<file path="src/rtl/paralelo_serial_param.sv">
// paralelo_serial_param
// Parallel-to-serial converter with a one-word holding buffer. A continuous
// serial stream is produced on bit_tick strobes. At every word boundary the
// buffered producer word is sent if one is waiting; otherwise IDLE_WORD is sent.
module paralelo_serial_param #(
  parameter int               WIDTH     = 10,
  parameter int               MSB_FIRST = 1,
  parameter logic [WIDTH-1:0] IDLE_WORD = 10'h0FA
) (
  input  logic             clk,
  input  logic             rst,
  input  logic             enb,
  input  logic             bit_tick,
  input  logic [WIDTH-1:0] data_in,
  input  logic             data_valid,
  output logic             data_ready,
  output logic             serial_out,
  output logic             word_start,
  output logic             sending_data
);

  localparam int               CNT_W    = $clog2(WIDTH);
  localparam logic [CNT_W-1:0] CNT_LAST = CNT_W'(WIDTH - 1);

  // OFF until the first boundary after reset, then IDLE or DATA per word.
  typedef enum logic [1:0] {
    ST_OFF  = 2'b00,
    ST_IDLE = 2'b01,
    ST_DATA = 2'b10
  } state_t;

  state_t           r_state;
  logic [WIDTH-1:0] r_buf;
  logic             r_buf_full;
  logic             r_data_ready;
  // Holds only the bits still to be sent. The bit currently on serial_out has
  // already been moved out into r_serial_out.
  logic [WIDTH-1:0] r_shifter;
  logic [CNT_W-1:0] r_bit_cnt;
  logic             r_serial_out;
  logic             r_word_start;

  logic             w_accept;
  logic             w_boundary;
  logic             w_load;
  logic             w_buf_full_next;
  logic [WIDTH-1:0] w_load_word;
  logic [WIDTH-1:0] w_load_rest;
  logic             w_first_bit;
  logic             w_next_bit;
  logic [WIDTH-1:0] w_shift_next;

  // Accept and load are mutually exclusive because they need opposite buf_full
  // values. Therefore the buffer never bypasses directly into the shifter.
  assign w_accept        = data_valid & r_data_ready;
  assign w_boundary      = (r_bit_cnt == CNT_LAST);
  assign w_load          = bit_tick & w_boundary & r_buf_full;
  assign w_buf_full_next = w_accept | (r_buf_full & ~w_load);
  assign w_load_word     = r_buf_full ? r_buf : IDLE_WORD;

  // Bit-order dependent selection of the first bit, the remainder and the shift.
  generate
    if (MSB_FIRST != 0) begin : g_msb_first
      assign w_first_bit  = w_load_word[WIDTH-1];
      assign w_load_rest  = {w_load_word[WIDTH-2:0], 1'b0};
      assign w_next_bit   = r_shifter[WIDTH-1];
      assign w_shift_next = {r_shifter[WIDTH-2:0], 1'b0};
    end else begin : g_lsb_first
      assign w_first_bit  = w_load_word[0];
      assign w_load_rest  = {1'b0, w_load_word[WIDTH-1:1]};
      assign w_next_bit   = r_shifter[0];
      assign w_shift_next = {1'b0, r_shifter[WIDTH-1:1]};
    end
  endgenerate

  // Reset, handshake buffer, shifter, bit counter and word state in one process.
  always_ff @(posedge clk) begin
    if (!rst) begin
      r_state      <= ST_OFF;
      r_buf        <= '0;
      r_buf_full   <= 1'b0;
      r_data_ready <= 1'b1;
      r_shifter    <= '0;
      r_bit_cnt    <= CNT_LAST;
      r_serial_out <= 1'b0;
      r_word_start <= 1'b0;
    end else if (enb) begin
      r_word_start <= 1'b0;
      if (w_accept) begin
        r_buf <= data_in;
      end
      r_buf_full   <= w_buf_full_next;
      r_data_ready <= ~w_buf_full_next;
      if (bit_tick) begin
        if (w_boundary) begin
          r_bit_cnt    <= '0;
          r_shifter    <= w_load_rest;
          r_serial_out <= w_first_bit;
          r_word_start <= 1'b1;
          r_state      <= r_buf_full ? ST_DATA : ST_IDLE;
        end else begin
          r_bit_cnt    <= r_bit_cnt + CNT_W'(1);
          r_shifter    <= w_shift_next;
          r_serial_out <= w_next_bit;
        end
      end
    end else begin
      r_word_start <= 1'b0;
    end
  end

  assign data_ready   = r_data_ready;
  assign serial_out   = r_serial_out;
  assign word_start   = r_word_start;
  assign sending_data = (r_state == ST_DATA);

endmodule

</file>
<file path="config.mk">
export PLATFORM = sky130hd
export DESIGN_NAME = paralelo_serial_param
export DESIGN_NICKNAME = d
export VERILOG_FILES = /design/src/rtl/paralelo_serial_param.sv
export SDC_FILE = /design/constraint.sdc
export NUM_CORES = 1
export LEC_CHECK = 0
export BUFFER_PORTS_ARGS = -buffer_cell sky130_fd_sc_hd__buf_4
export CAP_MARGIN = 20
export CORE_ASPECT_RATIO = 0.7
export CORE_MARGIN = 1.5
export CORE_UTILIZATION = 30
export CTS_CLUSTER_DIAMETER = 80
export CTS_CLUSTER_SIZE = 16
export DETAILED_ROUTE_END_ITERATION = 8
export SETUP_SLACK_MARGIN = 0.2
export SLEW_MARGIN = 20
export SYNTH_ARGS = -nofsm -noshare
export SYNTH_HDL_FRONTEND = slang
export SYNTH_SLANG_ARGS = --single-unit
</file>
<file path="constraint.sdc">
create_clock -name clk -period 1.3 [get_ports clk]
set_input_delay 0.13 -clock clk [delete_from_list [all_inputs] [get_ports clk]]
set_output_delay 0.13 -clock clk [all_outputs]
set_load 0.005 [all_outputs]
</file>
======== Word level (Yosys, flattened, before mapping) ========
Index checks and enable logic that the tools add are counted.
word-level totals
  register bits after elaboration ......... 30
  input port bits ......................... 15
  output and inout bits ................... 4
cells by class
  add/sub/neg operators ................... 1
  equal/unequal tests ..................... 2
  muxes and demuxes ....................... 6
  bitwise logic cells ..................... 7
  reductions and logical operators ........ 4
operator list
  operator               count
  $mux W10               2
  $reduce_and A3 Y1      2
  $add A4 B1 Y4 const B  1
  $and A1 B1 Y1          4
  $eq A4 B4 Y1 const B   1
  $mux W4                1
  $reduce_and A2 Y1      2
  $eq A2 B2 Y1 const B   1
  $mux W1                2
  $mux W2                1
  $not A1 Y1             2
  $or A1 B1 Y1           1

======== Depth between registers and ports, before layout ========
  word-level depth ........................ 7
  mapped depth ............................ 5
  gate-level depth less buffers ........... 3

======== Worst setup path before layout ========
Ideal clock, no wire load.
  path type ............................... flip-flop to flip-flop
  from .................................... register r_bit_cnt[1]
  to ...................................... register r_shifter[9]
  library setup time ...................... 74 ps
  arrival time ............................ 1089 ps
  required time ........................... 1226 ps
  slack ................................... 137 ps
  stages on the path, launching flop included .. 6
  buffers on the path ..................... 2
  clock period less this slack ............ 1163 ps
  path through ............................ dfxtp_1 > nor4bb_1 > buf_4 > buf_8 > nand3_2 > a31oi_1
on the way
  cells in the longest elaborated chain, start to end .. 2
RTL lines
  item                    RTL line  source
  from (decl)             39        logic [CNT_W-1:0] r_bit_cnt;
  from (signal assigned)  102       r_bit_cnt <= r_bit_cnt + CNT_W'(1);
  $eq A4 B4 Y1            56        assign w_boundary = (r_bit_cnt == CNT_LAST);
  $mux W10                95        if (w_boundary) begin
  to (signal assigned)    97        r_shifter <= w_load_rest;
  to (signal assigned)    103       r_shifter <= w_shift_next;
  to (decl)               38        logic [WIDTH-1:0] r_shifter;
Every way passes these cells.
A chain may end at the register's enable or synchronous reset.

======== Worst setup path after layout ========
  from .................................... register r_bit_cnt[2]
  to ...................................... register r_shifter[8]
Same word-level chain as after synthesis.

==> reports/summary.txt <==
STA
------------------------------------------------------------------------------------------------------
Setup repair after global routing missed its margin                                                yes
Post-route minimum period                                                                      1.28 ns
Final worst path period share                                                                    0.987
Slew at the pin with the worst max-slew slack                                                 0.479 ns
Worst Skew                                                                                  0.00606 ns
Tightest slew margin relative to the limit                                                       0.680
Final number of setup-violating endpoints                                                            0
Final Hold Viols                                                                                     0
Highest Clock Rate                                                                             779 MHz
Slack of the critical path                                                                   0.0168 ns
Number of max-slew violations in the final report                                                    0

GRT
------------------------------------------------------------------------------------------------------
Number of global-route vias before repair                                                         1123
All-Layer GR Usage                                                                               0.161
Maximum number of pins on one net before global-route repair                                        33
Remaining Overflow, GRT                                                                              0
First-pass GRT wire length                                                                     5.46 mm
Number of antenna violations at the first check in global routing                                    0

PLACED DESIGN
------------------------------------------------------------------------------------------------------
HPWL after detailed placement                                                                  2.10 mm
Buffers on Ports                                                                                    18
Worst setup slack after placement                                                           -0.0555 ns
RD Place Congestion                                                                              0.825
Placed insts                                                                                       208

FINISH
------------------------------------------------------------------------------------------------------
Number of antenna cells inserted                                                                     0
Net total in the final layout                                                                      183
Leading cell type in the layout, fill and taps excluded                                   sky130_fd_sc_hd__nand2_1
Fill cells                                                                                         403
Fin cells                                                                                          220
Proportion of layout cells with a drive suffix above 1                                           0.298
Leading cell types in the layout, fill and taps excluded                                  sky130_fd_sc_hd__nand2_1, sky130_fd_sc_hd__buf_4, sky130_fd_sc_hd__dfxtp_1
Area added between synthesis and finish                                                          32.1%

SYNTHESIS
------------------------------------------------------------------------------------------------------
Number of nets in the synthesized netlist                                                          159
Warning count from the yosys run                                                                     0
Count of flip-flops with a built-in enable after synthesis                                           0
Synth unique cells                                                                                  30
Post-synth design cell area                                                                   1250 um2
Number of standard cells after synthesis                                                           144
Primary flip-flop cell chosen by synthesis mapping                                        sky130_fd_sc_hd__dfxtp_1
Sequential-to-total area share from yosys stat                                                   0.464
Seq cells post-synth                                                                                29
FFs w/ async S/R, synth                                                                              0
Mean cell area of the mapped netlist                                                          8.68 um2

FLOORPLAN
------------------------------------------------------------------------------------------------------
Floorplan die area                                                                            4570 um2
# IOs                                                                                               19
Floorplan row count                                                                                 19
Die Span Y                                                                                     57.0 um
Starting Density                                                                                 0.317
Die boundary width                                                                             80.2 um
Core area                                                                                     3950 um2

POWER
------------------------------------------------------------------------------------------------------
Static leakage power                                                                          0.615 nW
Cell area power density                                                                    1240 nW/um2
Worst VDD drop                                                                              0.000409 V

WORST SETUP PATH
------------------------------------------------------------------------------------------------------
Cell family with the largest share of critical-path delay                                 simple AND/OR/NAND/NOR gates
Worst-path fanout max                                                                                7
Sort of element at the start of the critical path                                            flip-flop
Worst path arrival time                                                                        1.50 ns
Kind of critical path                                                                          reg2reg
Highest cell delay on the worst timing path                                                    0.37 ns
CP Cell Sequence                                                                          nor4bb_4 > buf_6 > buf_6 > o2111ai_2 > nand3_1
Critical path buffer and inverter count                                                              2
Critical path required time                                                                    1.51 ns
CP most frequent cell                                                                     sky130_fd_sc_hd__buf_6
Slowest cell on crit path                                                                 sky130_fd_sc_hd__dfxtp_4
Endpoint type of the worst setup path                                                        flip-flop

ROUTE
------------------------------------------------------------------------------------------------------
Detail-routed net length per standard cell                                                     15.4 um
Vias per cell                                                                                     5.28
Final ANT Viol Nets                                                                                  0
Pre-antenna DRT Iters                                                                                4
Total number of vias                                                                              1161
Iter 0 DRT Violations                                                                               70
DRC Markers                                                                                          0
Total Wirelength                                                                               3.39 mm

MIN PATH
------------------------------------------------------------------------------------------------------
Path class of the lowest-slack min-delay path                                                   in2reg

RUN STATUS
------------------------------------------------------------------------------------------------------
Outcome                                                                                   finished, final reports clean

JOB
------------------------------------------------------------------------------------------------------
Max cap viols                                                                                        0

CLOCK NETWORK
------------------------------------------------------------------------------------------------------
Hold-fix buffer count after cts                                                                      0
Clock Latency Late Sink                                                                        0.28 ns
# clock sinks                                                                                       29
Depth of the CTS H-tree                                                                              2
Number of buffers inserted during clock tree synthesis                                               5
Root Buffer                                                                               sky130_fd_sc_hd__clkbuf_8
CTS tree                                                                                         built
Clock transition at the register clock pins on the worst setup and hold paths after CTS        0.06 ns
Max clock buf depth                                                                                  2

report_power, final:
group          switching (mW)  total, mW  internal, mW
Clock                   0.312      0.731         0.419
Sequential             0.0352      0.977         0.942
Combinational           0.178      0.336         0.158
Total                   0.525       2.04          1.52
layout make-up:
type	count	area (um2)	share of cell area
flip-flops and latches	29	592	0.358
multi-input cells	102	672	0.407
clock buffers	7	86.3	0.0523
inverters	1	3.75	0.00227
well taps	52	65.1	0.0394
repair buffers	29	233	0.141
worst paths after layout:
path	slack [ns]	cells past startpoint	from	endpoint
worst max-delay path	0.02	5	r_bit_cnt[2]	r_shifter[8]
worst max register to register	0.02	5	r_bit_cnt[2]	r_shifter[8]
worst min register to register	0.46	2	r_state[1]	r_state[1]
worst min-delay path	0.11	3	data_in[3]	r_buf[3]
cell usage after synthesis (all sizes together), types with 3 or more instances:
library cell / instances / area share
nand3: 15 / 0.064
o2111ai: 6 / 0.042
clkbuf: 6 / 0.018
o21ai: 8 / 0.032
nand2: 32 / 0.096
dfxtp: 29 / 0.46
buf: 6 / 0.034
nand4: 4 / 0.020
a31oi: 3 / 0.015
a21boi: 13 / 0.078
metrics by stage:
step | util | total power [mW] | hold slack (ns) | setup TNS, ns | area, um2
global placement | 0.365 | 1.23 | 0.391 | 0 | 1440
finish | 0.419 | 2.04 | 0.111 | 0 | 1650
CTS | 0.409 | 2.04 | 0.109 | 0 | 1620
floorplan | - | 1.15 | 0.275 | 0 | 1250
detailed placement | 0.365 | 1.25 | 0.402 | -0.0812 | 1440
global route | 0.419 | 2.15 | 0.111 | -0.0528 | 1650
per-layer routing:
layer | global-route usage | vias to the layer above | part of all wire
li1 | - | 561 | -
met1 | 0.212 | 560 | 0.47
met2 | 0.246 | 34 | 0.46
met3 | 0.0512 | 6 | 0.055
met4 | 0.0640 | 0 | 0.011
met5 | 0 | - | 0
logic make-up (layout without fill, tap and decap cells):
logic type,Yosys count,after routing,share of synthesized area
AND/OR/NAND/NOR,63,63,0.247
AO/OA/AOI/OAI,36,36,0.211
flip-flops,29,29,0.464
buffers and inverters,13,37,0.0551
XOR/XNOR,2,2,0.0140
multiplexers,1,1,0.00801
registers in the layout, summed over array words and instances, names as in the netlist:
register	count
r_shifter	9
word_start	1
data_ready	1
r_bit_cnt	4
serial_out	1
r_state	2
r_buf_full	1
r_buf	10
tightest hold or removal path, cell delays in order:
cell	delay (ns)
sky130_fd_sc_hd__buf_4	0.11
sky130_fd_sc_hd__nand2_1	0.04
sky130_fd_sc_hd__a21boi_0	0.06
what timing repair did:
item,CTS,global route
endpoints found under the setup margin,16,22
hold endpoints to repair,0,0
buffers inserted,4,0
gates resized for setup,18,9
cloned,1,0
pin swaps,9,0
(Power assumes the default switching activity.)
